<file path="src/rtl/timer_sched_pkg.sv">
// Shared types and constants for the timer_scheduler slice.
package timer_sched_pkg;

   typedef enum logic [1:0] {
      IDLE,
      COUNT,
      DONE
   } state_t;

   localparam int unsigned CNT_W_DEF   = 24;
   localparam int unsigned NUM_REQ_MAX = 8;

endpackage

</file>
<file path="src/rtl/rr_arbiter.sv">
// Combinational one-hot round-robin grant; search starts at ptr and wraps.
module rr_arbiter #(
   parameter  int unsigned NUM_REQ = 4,
   localparam int unsigned ID_W    = $clog2(NUM_REQ)
) (
   input  logic [NUM_REQ-1:0] req,
   input  logic [ID_W-1:0]    ptr,
   output logic [NUM_REQ-1:0] grant,
   output logic [ID_W-1:0]    grant_id,
   output logic               grant_any
);

   int unsigned idx;

   always_comb begin
      grant     = '0;
      grant_id  = '0;
      grant_any = 1'b0;
      idx       = 0;
      for (int unsigned i = 0; i < NUM_REQ; i++) begin
         idx = (32'(ptr) + i) % NUM_REQ;
         if (!grant_any && req[idx]) begin
            grant[idx] = 1'b1;
            grant_id   = idx[ID_W-1:0];
            grant_any  = 1'b1;
         end
      end
   end

endmodule

</file>
<file path="src/rtl/timer_scheduler.sv">
// One shared interval counter serving NUM_REQ requesters round-robin.
// Optional abort support is compiled in with TIMER_SCHED_ABORT_EN.
module timer_scheduler
   import timer_sched_pkg::*;
#(
   parameter  int unsigned NUM_REQ = 4,
   parameter  int unsigned CNT_W   = CNT_W_DEF,
   localparam int unsigned ID_W    = $clog2(NUM_REQ)
) (
   input  logic                     clk,
   input  logic                     rst_n,
   input  logic [NUM_REQ-1:0]       req_valid,
   input  logic [NUM_REQ*CNT_W-1:0] req_len,
   output logic [NUM_REQ-1:0]       req_ready,
   output logic [NUM_REQ-1:0]       done,
   output logic                     busy,
   output logic [ID_W-1:0]          active_id
`ifdef TIMER_SCHED_ABORT_EN
   ,
   input  logic [NUM_REQ-1:0]       abort,
   output logic [NUM_REQ-1:0]       aborted
`endif
);

   state_t               state_q, state_d;
   logic [CNT_W-1:0]     cnt_q, cnt_d;
   logic [CNT_W-1:0]     len_q, len_d;
   logic [ID_W-1:0]      rr_ptr_q, rr_ptr_d;
   logic [ID_W-1:0]      active_id_q, active_id_d;
   logic [NUM_REQ-1:0]   done_q, done_d;
   logic [ID_W-1:0]      ptr_next;
   logic [NUM_REQ-1:0]   grant;
   logic [ID_W-1:0]      grant_id;
   logic                 grant_any;
`ifdef TIMER_SCHED_ABORT_EN
   logic [NUM_REQ-1:0]   aborted_q, aborted_d;
`endif

   rr_arbiter #(
      .NUM_REQ (NUM_REQ)
   ) u_arb (
      .req       (req_valid),
      .ptr       (rr_ptr_q),
      .grant     (grant),
      .grant_id  (grant_id),
      .grant_any (grant_any)
   );

   // Gated by rst_n so no grant is offered while reset is held.
   assign req_ready = (rst_n && state_q == IDLE) ? grant : '0;
   assign ptr_next  = (active_id_q == ID_W'(NUM_REQ - 1)) ? '0 : active_id_q + 1'b1;

   always_comb begin
      state_d     = state_q;
      cnt_d       = cnt_q;
      len_d       = len_q;
      rr_ptr_d    = rr_ptr_q;
      active_id_d = active_id_q;
      done_d      = '0;
`ifdef TIMER_SCHED_ABORT_EN
      aborted_d   = '0;
`endif
      case (state_q)
         IDLE: begin
            if (grant_any) begin
               len_d       = req_len[grant_id*CNT_W +: CNT_W];
               active_id_d = grant_id;
               cnt_d       = '0;
               state_d     = COUNT;
            end
         end
         COUNT: begin
`ifdef TIMER_SCHED_ABORT_EN
            if (abort[active_id_q]) begin
               aborted_d[active_id_q] = 1'b1;
               rr_ptr_d               = ptr_next;
               active_id_d            = '0;
               state_d                = IDLE;
            end else
`endif
            if (cnt_q == len_q) begin
               done_d[active_id_q] = 1'b1;
               state_d             = DONE;
            end else begin
               cnt_d = cnt_q + CNT_W'(1);
            end
         end
         DONE: begin
            rr_ptr_d    = ptr_next;
            active_id_d = '0;
            state_d     = IDLE;
         end
         default: state_d = IDLE;
      endcase
   end

   always_ff @(posedge clk) begin
      if (!rst_n) begin
         state_q     <= IDLE;
         cnt_q       <= '0;
         len_q       <= '0;
         rr_ptr_q    <= '0;
         active_id_q <= '0;
         done_q      <= '0;
`ifdef TIMER_SCHED_ABORT_EN
         aborted_q   <= '0;
`endif
      end else begin
         state_q     <= state_d;
         cnt_q       <= cnt_d;
         len_q       <= len_d;
         rr_ptr_q    <= rr_ptr_d;
         active_id_q <= active_id_d;
         done_q      <= done_d;
`ifdef TIMER_SCHED_ABORT_EN
         aborted_q   <= aborted_d;
`endif
      end
   end

   assign done      = done_q;
   assign busy      = (state_q != IDLE);
   assign active_id = active_id_q;
`ifdef TIMER_SCHED_ABORT_EN
   assign aborted   = aborted_q;
`endif

endmodule

</file>
<file path="config.mk">
export PLATFORM = sky130hd
export DESIGN_NAME = timer_scheduler
export DESIGN_NICKNAME = d
export VERILOG_FILES = /design/src/rtl/timer_sched_pkg.sv /design/src/rtl/rr_arbiter.sv /design/src/rtl/timer_scheduler.sv
export SDC_FILE = /design/constraint.sdc
export NUM_CORES = 1
export LEC_CHECK = 0
export CORE_MARGIN = 3
export CORE_UTILIZATION = 50
export DETAILED_ROUTE_END_ITERATION = 7
export HOLD_SLACK_MARGIN = 0.05
export PLACE_DENSITY = 0.81
export SLEW_MARGIN = 10
export SYNTH_ARGS = -nofsm -noshare
export SYNTH_HDL_FRONTEND = slang
export SYNTH_SLANG_ARGS = --single-unit
</file>
<file path="constraint.sdc">
create_clock -name clk -period 4.3 [get_ports clk]
set_input_delay 1.075 -clock clk [delete_from_list [all_inputs] [get_ports clk]]
set_output_delay 1.075 -clock clk [all_outputs]
set_load 0.02 [all_outputs]
</file>
## Yosys cells after proc, flatten, opt, wreduce, memory -nomap -nowiden

Cells that the tools add are included.

- Output and inout bits: 11
- Logic and storage cells: 94
- Bits in registers: 58
- Bits of input ports: 102

- Shift operators: 1
- $lt $le $gt $ge: 10
- Equality and inequality tests: 7
- Mux-type cells: 40
- $add $sub $neg: 5
- $mul: 1
- Reductions and logical operators: 21
- Bitwise operators: 3

Operator list:

| cell | count |
|---|---|
| 96-bit by 8-bit indexed part select with 24-bit output | 1 |
| 24-bit 2-to-1 mux | 2 |
| 24-bit case mux with 2 select lines | 1 |
| 24-bit by 1-bit adder with 24-bit output (second input constant) | 1 |
| 24-bit equality test | 1 |
| 4-bit 2-to-1 mux | 5 |
| 2-bit 2-to-1 mux | 8 |
| 2-bit by 3-bit < comparator with 1-bit output (second input constant) | 5 |
| 1-bit 2-to-1 mux | 13 |
| 4-bit OR | 3 |
| 1-bit demux with 2-bit select | 5 |
| 2-bit by 1-bit greater-or-equal comparator with 1-bit output (second input constant) | 5 |
| 1-bit logical AND | 9 |
| 1-bit binary-select mux with 2-bit select | 4 |
| 2-bit case mux with 2 select lines | 2 |
| 2-bit != test (second input constant) | 3 |
| 2-bit AND reduction | 3 |
| 3-bit AND reduction | 2 |
| 2-bit nonzero test | 3 |
| 2-bit by 1-bit adder with 2-bit output (second input constant) | 2 |
| 2-bit adder (second input constant) | 2 |
| 2-bit equality test (second input constant) | 2 |
| 2-bit by 2-bit multiplier with 4-bit output (second input constant) | 1 |
| 1-bit zero test | 3 |
| 2 further kinds | 2 |

## Logic depth before layout (Yosys ltp)

- Depth after elaboration: 14
- Depth in mapped cells: 13
- Mapped depth without buffers: 8

## Modules after synthesis

A second synthesis with hierarchy kept.

- Cells, all modules: 455
- Area total of the unflattened synthesis: 4,017.6 um^2

By module, submodules not included:

| module | cells each | sequential area each (um^2) | area an instance (um^2) | times used |
|---|---|---|---|---|
| timer_scheduler | 410 | 1,161.1 | 3,595.9 | 1 |
| rr_arbiter | 45 | 0.0 | 421.7 | 1 |

## Worst setup path after synthesis

OpenSTA, ideal clock, no wires.

- Path kind: in2out
- Start point: in req_valid[2]
- End point: out req_ready[0]
- Path buffers: 1
- Stages: 7
- Data required time: 3.225 ns
- Arrival: 2.533 ns
- Setup slack: 0.692 ns
- Path through: buf_2 -> mux4_2 -> nor2b_4 -> a22oi_1 -> nor2_1 -> a221oi_1 -> nor2_1

- Word-level cells in the longest chain between the ends: 13
- Elaborated cells between the ends (all ways): 25
- Classes of those cells: mux (16); bitwise (3); reduce/logical (6)

RTL lines:

| element | line | RTL |
|---|---|---|
| start, declared | timer_scheduler.sv:12 | `input logic [NUM_REQ-1:0] req_valid,` |
| 1-bit binary-select mux with 2-bit select | rr_arbiter.sv:22 | `if (!grant_any && req[idx]) begin` |
| 1-bit 2-to-1 mux (not written as such) | rr_arbiter.sv:22 |  |
| 1-bit 2-to-1 mux | rr_arbiter.sv:22 |  |
| 1-bit zero test | rr_arbiter.sv:22 |  |
| 1-bit logical AND | rr_arbiter.sv:22 |  |
| 1-bit 2-to-1 mux | rr_arbiter.sv:22 |  |
| 1-bit zero test | rr_arbiter.sv:22 |  |
| 1-bit logical AND | rr_arbiter.sv:22 |  |
| 1-bit 2-to-1 mux | rr_arbiter.sv:22 |  |
| 1-bit zero test | rr_arbiter.sv:22 |  |
| 1-bit logical AND | rr_arbiter.sv:22 |  |
| 4-bit 2-to-1 mux (*) | rr_arbiter.sv:22 |  |
| 4-bit 2-to-1 mux (*) | timer_scheduler.sv:50 | `assign req_ready = (rst_n && state_q == IDLE) ? grant : '0;` |
| end, declared | timer_scheduler.sv:14 | `output logic [NUM_REQ-1:0] req_ready,` |

Mark *: on every way between the ends. The rest lies on a longest branch, timed or not. The select of a mux whose other input is x is not followed.

## Worst setup path after layout

- Start point: in req_valid[2]
- End point: out req_ready[2]

The elaborated chain is that of the path after synthesis.

==> out/metrics.yaml <==
synth:
  ys_top_cells_by_area: "dfxtp_1 26%, mux2i_1 12%, nand2_1 5.9%"
  ys_warn_count: 0
  async_reset_ff_frac: 0
  synth_area_per_cell_um2: 8.14
  synth-edff-count: 0
  synth_common_cells: "70 x nand2_1, 58 x dfxtp_1, 53 x mux2i_1, 31 x nor2_1, 29 x o21ai_0"
  ys_types: 52
  yosysMostFrequentCell: "nand2_1"
  syn-num-nets: 660
  ys.flop_type: "dfxtp_1"
  synth_seq_cells: 58
  synth_top_area_frac: 0.261
  synthCells: 546
  syn_area_um2: 4440
  seq_area_frac_synth: 0.261
  synth_top_area_cell: "dfxtp_1"
clock_tree:
  cts.sinks: 58
  clk_pin_slew_ns: 0.06
  cts_buffers: 9
  cts_max_path_buffers: 2
  cts_max_level: 3
  cts_root_buf: "clkbuf_8"
  clkLatencyLatePin_ns: 0.34
  cts_tree: "built"
hold_path:
  hold_class: "reg2reg"
route:
  wl_mm: 13.1
  vias: 4685
  drc: 0
  drtAntennaViolNets: 0
  drt-initial-drc-count: 243
  post_drt_wl_per_cell_um: 17.3
  dr.pass1.iters: 5
  viasPerCell: 6.17
die:
  dieArea_um2: 10100
  io_pins: 113
  die_height_um: 100
  initial_utilization: 0.527
  die_w_um: 100
  std_cell_rows: 33
  core_um2: 8420
finish:
  fin_nets: 763
  n_antenna_cell: 0
  syn2layout_area_growth_pct: 31.8
  num-fill-cells: 690
  utilization: 0.695
  drive_gt1_frac: 0.0887
  design_area_um2: 5850
power:
  ir_worst_vdd_mv: 0.151
  leakage_uw: 0.00236
  powerDensity_nw_per_um2: 233
worst_setup_path:
  start_kind: "input port"
  arrival_ns: 3.08
  crit_fanout: 5
  crit_type: "in2out"
  cp-end-kind: "primary output"
  worstPathRequired_ns: 3.22
grt:
  grt_antenna_before_repair: 0
  grt_use_total: 0.264
  grt_first_pass_wirelength_mm: 21.8
  grt.overflow.total: 0
  grt_max_degree: 61
  grt_pass1_vias: 4601
sta:
  slew_headroom: 0.317
  fin_crit_ns: 4.15
  period_share: 0.966
  maxSlewViolCount: 0
  fmax_ghz: 0.241
  finClkSkew_ns: 0.00758
  worst_slew_pin_slew_ns: 1.01
  whs_ns: 0.536
  hold_viol: 0
  rsz0062_at_grt: "false"
  setup_viol: 0
  setup_tns_ns: 0
placed_design:
  dpl_cell_area_um2: 5650
  io_buffer_count: 112
  dp_hpwl_mm: 9.91
  gp_congestion: 0.923
job:
  cap_viol_max_count: 0
status:
  status: "completed"
-- kinds of logic (layout without fill, tap and decap cells) --
logic type | Yosys count | count (layout) | synth area share
xor+xnor | 24 | 24 | 0.0473
buf+inv | 61 | 169 | 0.0670
fa+ha+maj | 12 | 12 | 0.0338
simple gates | 167 | 167 | 0.179
compound gates | 169 | 169 | 0.282
flops | 58 | 58 | 0.261
mux | 55 | 55 | 0.130
-- where the power goes --
| part | switching (uW) | internal [uW] |
|---|---|---|
| Combinational | 145 | 174 |
| Sequential | 19.5 | 562 |
| Clock | 208 | 255 |
-- flip-flops by register name, indices dropped and copies added (netlist names) --
signal and cells:
state_q 2, len_q 24, done 4, rr_ptr_q 2, active_id 2, cnt_q 24
-- layer usage --
metal  track usage  routed length, um  up-vias
met5             0                  0        -
met4        0.0798                317        0
met3        0.0445                676       32
met2         0.486               6870      169
met1         0.311               5240     2232
li1              -                  -     2252
-- stage by stage --
stage | total power (uW) | std cells | setup WS [ns]
after detailed placement | 907 | 742 | -0.0457
after global placement | 898 | 742 | 0.0669
final | 1360 | 759 | 0.146
after CTS | 1360 | 758 | 0.00779
after global routing | 1420 | 759 | 0.0169
after floorplan | 755 | 546 | 0.692
-- cell type report --
class,count,area (um^2),area share
Timing Repair Buffer,135,1310,0.224
Clock buffer,14,173,0.0295
Clock inverter,2,10.0,0.00171
Inverter,18,67.6,0.0115
Sequential cell,58,1160,0.199
Multi-Input combinational cell,427,3000,0.513
Tap cell,105,131,0.0224
-- timing repair --
action	4_1_cts	5_1_grt
resized for setup	3	3
hold buffers	0	0
buffers inserted	0	1
setup endpoints to repair	4	2
-- critical path, stage by stage --
cell	delay, ns
clkdlybuf4s50_1	0.44
mux4_2	0.57
buf_4	0.18
a22oi_1	0.18
nor2_1	0.08
a221oi_2	0.17
nor2_1	0.06
dlygate4sd2_1	0.32
-- final timing paths --
| path | startpoint | to | slack, ns | cells after the start |
|---|---|---|---|---|
| setup / recovery | req_valid[2] | req_ready[2] | 0.15 | 8 |
| hold / removal | cnt_q[16] | cnt_q[16] | 0.54 | 2 |
| setup reg to reg | rr_ptr_q[0] | len_q[11] | 1.08 | 9 |
| hold reg to reg | cnt_q[16] | cnt_q[16] | 0.54 | 2 |
-- cell usage in the layout, fill, tap and decap left out, types with 12 or more instances in the layout --
cell	netlist	routed
clkdlybuf4s50_1	0	108
o21ai_0	29	29
clkbuf_8	0	12
buf_4	0	22
mux2i_1	53	53
a22o_1	23	23
dfxtp_1	58	57
a211oi_1	24	24
xor2_1	22	22
a21oi_1	20	20
a2111oi_0	23	23
nand2_1	70	70
ha_1	12	12
and3_1	12	12
inv_1	18	18
nor2_1	31	31
(Power assumes the default switching activity.)
